===== src/rtl/sevenseg_mux_decoder.sv =====
// rtl/sevenseg_mux_decoder.sv - two-digit multiplexed 7-segment bus monitor
// Deglitches each digit, decodes to hex and publishes coherent two-digit frames.
module sevenseg_mux_decoder #(
  parameter int STABLE_CYCLES  = 4,
  parameter int TIMEOUT_CYCLES = 1024
) (
  input  logic       clk,
  input  logic       rst_n,
  input  logic [7:0] seg,
  input  logic [1:0] com,
  input  logic [1:0] com_oe,
  input  logic       seg_pol,
  input  logic       com_pol,
  output logic [3:0] ones,
  output logic [3:0] tens,
  output logic [1:0] dp,
  output logic [1:0] blank,
  output logic       frame_valid,
  output logic       display_ok,
  output logic       glyph_err,
  output logic       overlap_err
);

  localparam int SW = $clog2(STABLE_CYCLES + 1);
  localparam int TW = $clog2(TIMEOUT_CYCLES + 1);
  localparam logic [SW-1:0] S_MAX = SW'(STABLE_CYCLES);
  localparam logic [SW-1:0] S_ONE = SW'(1);
  localparam logic [TW-1:0] T_MAX = TW'(TIMEOUT_CYCLES);
  localparam logic [TW-1:0] T_LAST = TW'(TIMEOUT_CYCLES - 1);

  typedef enum logic [1:0] {CLS_NONE, CLS_ONE, CLS_TEN, CLS_BOTH} cls_t;
  typedef enum logic [1:0] {EMPTY, HAVE_ONE, HAVE_TEN} state_t;

  // Returns {bad, nibble}; all-dark is handled separately as blank.
  function automatic logic [4:0] decode(input logic [6:0] p);
    case (p)
      7'h3F: decode = 5'h00;
      7'h06: decode = 5'h01;
      7'h5B: decode = 5'h02;
      7'h4F: decode = 5'h03;
      7'h66: decode = 5'h04;
      7'h6D: decode = 5'h05;
      7'h7D: decode = 5'h06;
      7'h07: decode = 5'h07;
      7'h7F: decode = 5'h08;
      7'h6F: decode = 5'h09;
      7'h77: decode = 5'h0A;
      7'h7C: decode = 5'h0B;
      7'h39: decode = 5'h0C;
      7'h5E: decode = 5'h0D;
      7'h79: decode = 5'h0E;
      7'h71: decode = 5'h0F;
      7'h00: decode = 5'h00;
      default: decode = 5'h10;
    endcase
  endfunction

  logic [7:0]    lit;
  logic [1:0]    act;
  cls_t          cls;
  logic          digit;
  logic          same;
  logic [4:0]    dec;
  logic          accept;
  logic          complete;
  logic [SW-1:0] cnt_next;

  cls_t          prev_cls;
  logic [7:0]    prev_lit;
  logic [SW-1:0] cnt;
  state_t        state, state_next;
  logic          complete_q;
  logic [TW-1:0] tcnt;

  logic [3:0] ones_sh, tens_sh;
  logic       ones_dp, tens_dp, ones_blank, tens_blank, ones_bad, tens_bad;

  always_comb begin
    lit   = seg_pol ? seg : ~seg;
    act   = {com[1] == com_pol, com[0] == com_pol} & com_oe;
    cls   = cls_t'(act);
    digit = (cls == CLS_ONE) || (cls == CLS_TEN);
    same  = (cls == prev_cls) && (lit == prev_lit);
    dec   = decode(lit[6:0]);
    if (!digit)
      cnt_next = '0;
    else if (!same)
      cnt_next = S_ONE;
    else if (cnt == S_MAX)
      cnt_next = cnt;
    else
      cnt_next = cnt + S_ONE;
    // Saturated-and-unchanged means this glyph was already accepted.
    accept = digit && (cnt_next == S_MAX) && !(same && (cnt == S_MAX));
  end

  always_comb begin
    state_next = state;
    complete   = 1'b0;
    if (accept) begin
      case (state)
        EMPTY:    state_next = (cls == CLS_ONE) ? HAVE_ONE : HAVE_TEN;
        HAVE_ONE: if (cls == CLS_TEN) begin
                    complete   = 1'b1;
                    state_next = EMPTY;
                  end
        HAVE_TEN: if (cls == CLS_ONE) begin
                    complete   = 1'b1;
                    state_next = EMPTY;
                  end
        default:  state_next = EMPTY;
      endcase
    end
  end

  always_ff @(posedge clk or negedge rst_n) begin
    if (!rst_n) begin
      prev_cls    <= CLS_NONE;
      prev_lit    <= '0;
      cnt         <= '0;
      state       <= EMPTY;
      complete_q  <= 1'b0;
      overlap_err <= 1'b0;
    end else begin
      prev_cls    <= cls;
      prev_lit    <= lit;
      cnt         <= cnt_next;
      state       <= state_next;
      complete_q  <= complete;
      overlap_err <= (cls == CLS_BOTH);
    end
  end

  always_ff @(posedge clk or negedge rst_n) begin
    if (!rst_n) begin
      ones_sh    <= '0;
      tens_sh    <= '0;
      ones_dp    <= 1'b0;
      tens_dp    <= 1'b0;
      ones_blank <= 1'b0;
      tens_blank <= 1'b0;
      ones_bad   <= 1'b0;
      tens_bad   <= 1'b0;
    end else if (accept) begin
      if (cls == CLS_ONE) begin
        ones_sh    <= dec[3:0];
        ones_bad   <= dec[4];
        ones_dp    <= lit[7];
        ones_blank <= (lit[6:0] == 7'h00);
      end else begin
        tens_sh    <= dec[3:0];
        tens_bad   <= dec[4];
        tens_dp    <= lit[7];
        tens_blank <= (lit[6:0] == 7'h00);
      end
    end
  end

  // Published frame and liveness timer; outputs hold across a timeout.
  always_ff @(posedge clk or negedge rst_n) begin
    if (!rst_n) begin
      ones        <= '0;
      tens        <= '0;
      dp          <= '0;
      blank       <= '0;
      frame_valid <= 1'b0;
      glyph_err   <= 1'b0;
      display_ok  <= 1'b0;
      tcnt        <= '0;
    end else if (complete_q) begin
      ones        <= ones_sh;
      tens        <= tens_sh;
      dp          <= {tens_dp, ones_dp};
      blank       <= {tens_blank, ones_blank};
      frame_valid <= 1'b1;
      glyph_err   <= ones_bad | tens_bad;
      display_ok  <= 1'b1;
      tcnt        <= '0;
    end else begin
      frame_valid <= 1'b0;
      if (tcnt != T_MAX)
        tcnt <= tcnt + TW'(1);
      if (tcnt == T_LAST)
        display_ok <= 1'b0;
    end
  end

endmodule

===== config.mk =====
export PLATFORM = sky130hd
export DESIGN_NAME = sevenseg_mux_decoder
export DESIGN_NICKNAME = d
export VERILOG_FILES = /design/src/rtl/sevenseg_mux_decoder.sv
export SDC_FILE = /design/constraint.sdc
export NUM_CORES = 1
export LEC_CHECK = 0
export ABC_AREA = 1
export CAP_MARGIN = 20
export CORE_MARGIN = 5
export CORE_UTILIZATION = 30
export DETAILED_ROUTE_END_ITERATION = 7
export MAX_ROUTING_LAYER = met4
export RECOVER_POWER = 25
export SYNTH_ARGS = -nofsm -noshare
export SYNTH_HDL_FRONTEND = slang
export SYNTH_SLANG_ARGS = --single-unit

===== constraint.sdc =====
create_clock -name clk -period 2.6 [get_ports clk]
set_input_delay 0.78 -clock clk [delete_from_list [all_inputs] [get_ports clk]]
set_output_delay 0.78 -clock clk [all_outputs]
set_load 0.01 [all_outputs]

After elaboration in Yosys (flattened, before gate mapping). Index checks and enable logic that the tools add are counted. W data, S select, Z words.

Flip-flop bits (word level): 57. Bits of input ports: 16. Output and inout bits: 16. Logic and storage cells: 91.

$add $sub $neg: 2. Eq/ne operators: 31. Mux-type cells: 18. Bitwise operators: 4. Reduce and logical (&&, ||, !) cells: 14.

Operator list (count): $eq A7 B7 Y1 const B (12); $pmux W5 S16 (1); $mux W11 (2); $eq A7 B3 Y1 const B (2); $eq A7 B6 Y1 const B (2); $add A11 B1 Y11 const B (1); $eq A11 B10 Y1 const B (1); $ne A11 B11 Y1 const B (1); $mux W3 (3); $eq A8 B8 Y1 (1); $mux W8 (1); $not A8 Y8 (1); $logic_not A7 Y1 (1); $eq A2 B2 Y1 const B (3); $eq A3 B3 Y1 const B (2); $mux W1 (6); $mux W2 (3); $pmux W2 S3 (1); $eq A2 B1 Y1 const B (2); $logic_and A1 B1 Y1 (4); $ne A2 B2 Y1 const B (2); $reduce_and A2 Y1 (2); $reduce_bool A2 Y1 (2); $add A3 B1 Y3 const B (1); 11 further kinds (12).

Longest topological paths before layout.
Depth in word-level cells: 10. Depth in mapped cells: 15. Gate-level depth less buffers: 13.

Least setup slack after synthesis. OpenSTA, ideal clock, no wires.

Path type: input-to-reg. Start point: input port com_pol. End point: register ones_bad. Setup time: 118 ps. Arrival: 2089 ps. Data required time: 2482 ps. Setup slack: 393 ps. Stages: 12. Path buffers: 1. Path through: inv_1 nand2_1 nand3_1 inv_1 ha_1 a21oi_1 nand4_2 nor2_2 buf_6 nand3_4 nand2_1 nand2_1.

Word-level cells in the longest chain between the ends: 10. Elaborated cells on any way between the ends: 16. Those cells by class: eq/ne (6); mux (2); bitwise (1); reduce/logical (7).

Ends and longest elaborated chain: start, declared (RTL line 13) `input logic com_pol,`; $eq A1 B1 Y1 (*) (RTL line 80) `act = {com[1] == com_pol, com[0] == com_pol} & com_oe;`; $and A2 B2 Y2 (*) (RTL line 80); via act[1] (RTL line 59) `logic [1:0] act;`; $eq A2 B2 Y1 (RTL line 83) `same = (cls == prev_cls) && (lit == prev_lit);`; $logic_and A1 B1 Y1 (RTL line 83); $mux W3 (RTL line 87) `else if (!same)`; $mux W3 (RTL line 85) `if (!digit)`; $eq A3 B3 Y1 (RTL line 94) `accept = digit && (cnt_next == S_MAX) && !(same && (cnt == S_MAX));`; $logic_and A1 B1 Y1 (2 in a row) (RTL line 94); $reduce_and A2 Y1 (no source line) (*); end signal, assigned (RTL line 147) `ones_bad <= dec[4];`; end, declared (RTL line 76) `logic ones_dp, tens_dp, ones_blank, tens_blank, ones_bad, tens_bad;`.

The timed path passes the listed nets; every way through them passes the cells marked *. A chain may end at the register's enable or synchronous reset.

Final worst setup path.
Start point: input port com_pol. End point: register ones_bad.

Word-level cells in the longest chain between the ends: 10. Elaborated cells on any way between the ends: 16. Those cells by class: eq/ne (6); mux (2); bitwise (1); reduce/logical (7).

Ends and longest elaborated chain (RTL line): $eq A1 B1 Y1 (80); $and A2 B2 Y2 (*) (80); $eq A2 B2 Y1 (83); $logic_and A1 B1 Y1 (83); $mux W3 (87); $mux W3 (85); $eq A3 B3 Y1 (94); $logic_and A1 B1 Y1 (2 in a row) (94); $reduce_and A2 Y1 (no source line) (*).

Every way passes the cells marked *; elsewhere a longest branch is shown, timed or not.

==> impl_metrics.json <==
{
  "status": "finished, final reports clean",
  "yosys_warnings": 0,
  "synth_edf_count": 0,
  "avgViaCountPerCell": 4.47,
  "antenna_found_initial": 0,
  "synth_cell_types": 28,
  "synthArstFlopShare": 1.00,
  "hold_ws_ps": 474,
  "hold_viol": 0,
  "grt_max_degree": 58,
  "dp_slack_ps": -287,
  "crit_slowest_cell": "clkdlybuf4s50_1",
  "worst_pin_slew_ps": 1450,
  "overflow": 0,
  "cts_tree": "done",
  "crit_chain": "clkdlybuf4s50_1 > inv_1 > nand2_1 > nand3_1 > ha_1 > a21oi_2 > nand4_2 > nor2_4 > buf_12 > nand3_4 > nand2_1 > nand2_1",
  "synth_area_leaders": "dfrtp_1 43%, nand2_1 21%, inv_1 5.8%",
  "final_cells": 658,
  "dp.cells": 638,
  "arrival_ps": 2670,
  "max_freq_ghz": 0.410,
  "htreeDepth": 3,
  "rr_endpoint": "tcnt[1]$_DFFE_PN0P_",
  "slew_violations": 0,
  "crit_end": "ones_bad$_DFFE_PN0P_",
  "clk_pin_slew_ps": 80,
  "register_area_sq_um": 1430,
  "vias": 2939,
  "reg2regPathDepth": 5,
  "path_common_cell": "nand2_1",
  "gp_congestion": 0.818,
  "path_buf_inv": 3,
  "fin_nets": 539,
  "die_h_um": 115,
  "antennaDiodeCount": 0,
  "io_pins": 32,
  "hold_class": "flop to flop",
  "grt_pass1_wl_um": 12600,
  "crit_cells": 12,
  "start_util": 0.304,
  "skew_ps": 8.22,
  "ys.flop_type": "dfrtp_1",
  "grtUsageMet2": 0.187,
  "synth_area_per_cell_sq_um": 7.29,
  "multi_input_area_sq_um": 1580,
  "synth_top_cell_by_area": "dfrtp_1",
  "cts.sinks": 57,
  "synth_top_area_share": 0.435,
  "seq_area_frac_synth": 0.435,
  "cp_max_fo": 16,
  "core_sq_um": 10800,
  "ys_seq_elements": 57,
  "start_kind": "primary input",
  "drc_errors": 0,
  "grt_util_met1": 0.157,
  "drt-initial-drc-count": 101,
  "layout_min_cycle_time_ps": 2440,
  "cts_hold_buf": 0,
  "drive_above_1_share": 0.154,
  "ant_nets": 0,
  "max_slew_margin": 0.0326,
  "slowest_delay_ps": 490,
  "core.rowCount": 38,
  "syn-cell-area_sq_um": 3280,
  "power_density_nw_per_um2": 510,
  "critical_path_required_ps": 2830,
  "clkLatencyLatePin_ps": 350,
  "setup_slack_ps": 160,
  "io_buffers": 31,
  "grt_most_used_layer": "met2",
  "syn_nets": 476,
  "clockBufferDepth": 2,
  "place_hpwl_um": 5310,
  "r2r_slack_ps": 680,
  "cp_top_family": "buffers and inverters",
  "timing.rr.start": "complete_q$_DFF_PN0_",
  "drv_cap": 0,
  "clock-root-buffer": "clkbuf_8",
  "area_growth_pct": 28.3,
  "die-area_sq_um": 13100,
  "drtPass1Iterations": 4,
  "wl_per_cell_um": 11.1,
  "crit_type": "primary input to flop",
  "fin_crit_sh": 0.938,
  "cts_buffers": 9,
  "die_x_um": 115,
  "ir_drop_uv": 380,
  "netlist_instances": 450,
  "grt_setup_unrepaired": "false",
  "fillCellCount": 1110,
  "grt_pass1_vias": 2821,
  "grt_usage": 0.123,
  "power.leakage_nw": 2.28,
  "use_met3": 0.0317,
  "drt-total-wl_um": 7290,
  "startpoint": "com_pol",
  "setup_viol": 0,
  "crit_path_end_kind": "flop"
}
[metrics by stage]
step	util	TNS [ps]	cell area, sq um	power, mW
2_1_floorplan	-	0	3280	1.07
3_3_place_gp	0.364	-3140	3930	1.19
3_5_place_dp	0.364	-3960	3930	1.19
4_1_cts	0.385	0	4150	2.17
5_1_grt	0.390	0	4210	2.25
6_report	0.390	0	4210	2.15
[worst register-to-register path, cell delays in order, from the launching register on]
cell      delay [ps]
dfrtp_1          320
clkbuf_1         520
inv_1            450
nand3_1          330
nand3_1          100
o21ai_0          110
[timing repair]
| item | in CTS | in global routing |
|---|---|---|
| setup endpoints to repair | 0 | 16 |
| buffers inserted | 0 | 3 |
| resized for setup | 0 | 8 |
[placed cells by master, fill, tap and decap left out, drive strengths merged, types with 10 or more instances in the layout]
cell,count
nor2,37
clkbuf,12
nand4,21
dfrtp,57
ha,10
o21ai,10
buf,30
nand3,26
a21oi,12
inv,54
clkdlybuf4s50,29
nand2,202
[final cells by class]
class / count / share of cell area
repair buffers: 63 / 0.142
well taps: 140 / 0.0416
clock inverters: 7 / 0.0244
multi-input cells: 329 / 0.375
flip-flops and latches: 57 / 0.339
clock buffers: 9 / 0.0294
inverters: 53 / 0.0491
[worst min path at each step]
stage	cells past startpoint	slack (ps)	from	end
global route	2	500	ones[2]$_DFFE_PN0P_	ones[2]$_DFFE_PN0P_
detailed placement	2	460	ones_blank$_DFFE_PN0P_	ones_blank$_DFFE_PN0P_
global placement	2	450	ones[1]$_DFFE_PN0P_	ones[1]$_DFFE_PN0P_
floorplan	2	440	ones_blank$_DFFE_PN0P_	ones_blank$_DFFE_PN0P_
finish	2	470	ones_blank$_DFFE_PN0P_	ones_blank$_DFFE_PN0P_
CTS	2	420	rst_n	prev_lit[3]$_DFF_PN0_
[layer usage]
layer	wire (um)	vias to the layer above
li1	-	1539
met1	3600	1320
met5	0	-
met3	341	17
met2	3210	63
met4	133	0
[report_power, final]
| group | total (mW) | switching [mW] | leakage, nW | internal (mW) |
|---|---|---|---|---|
| Clock | 0.969 | 0.420 | 0.110 | 0.549 |
| Combinational | 0.268 | 0.158 | 1.41 | 0.110 |
| Sequential | 0.909 | 0.00900 | 0.762 | 0.900 |
[cells in the mapped netlist (2+ instances only)]
cell / number
nand3b_1: 2
o21ai_0: 10
nor2_2: 3
nor3_1: 3
clkbuf_1: 3
nor4_1: 2
nand3_1: 25
nand4_1: 20
nand2_1: 184
dfrtp_1: 57
ha_1: 10
a21oi_1: 12
inv_1: 51
nor2_1: 32
nand2_2: 18
buf_2: 3
nor2_4: 2
buf_6: 3
[kinds of logic (layout without fill, tap and decap cells)]
group | count (synthesis) | after routing | synth area share
AO/OA/AOI/OAI | 23 | 23 | 0.0355
XOR/XNOR | 2 | 2 | 0.00534
adder cells (fa/ha/maj) | 10 | 10 | 0.0381
buffers and inverters | 64 | 132 | 0.0919
flip-flops | 57 | 57 | 0.435
AND/OR/NAND/NOR | 294 | 294 | 0.394
[state kept, by name, summed over array words and instances (netlist names), 2 cells and up]
name / flops
blank: 2
cnt: 3
dp: 2
ones: 4
ones_sh: 4
prev_cls: 2
prev_lit: 8
state: 2
tcnt: 11
tens: 4
tens_sh: 4
No activity file was read; power rests on OpenSTA's default activity.
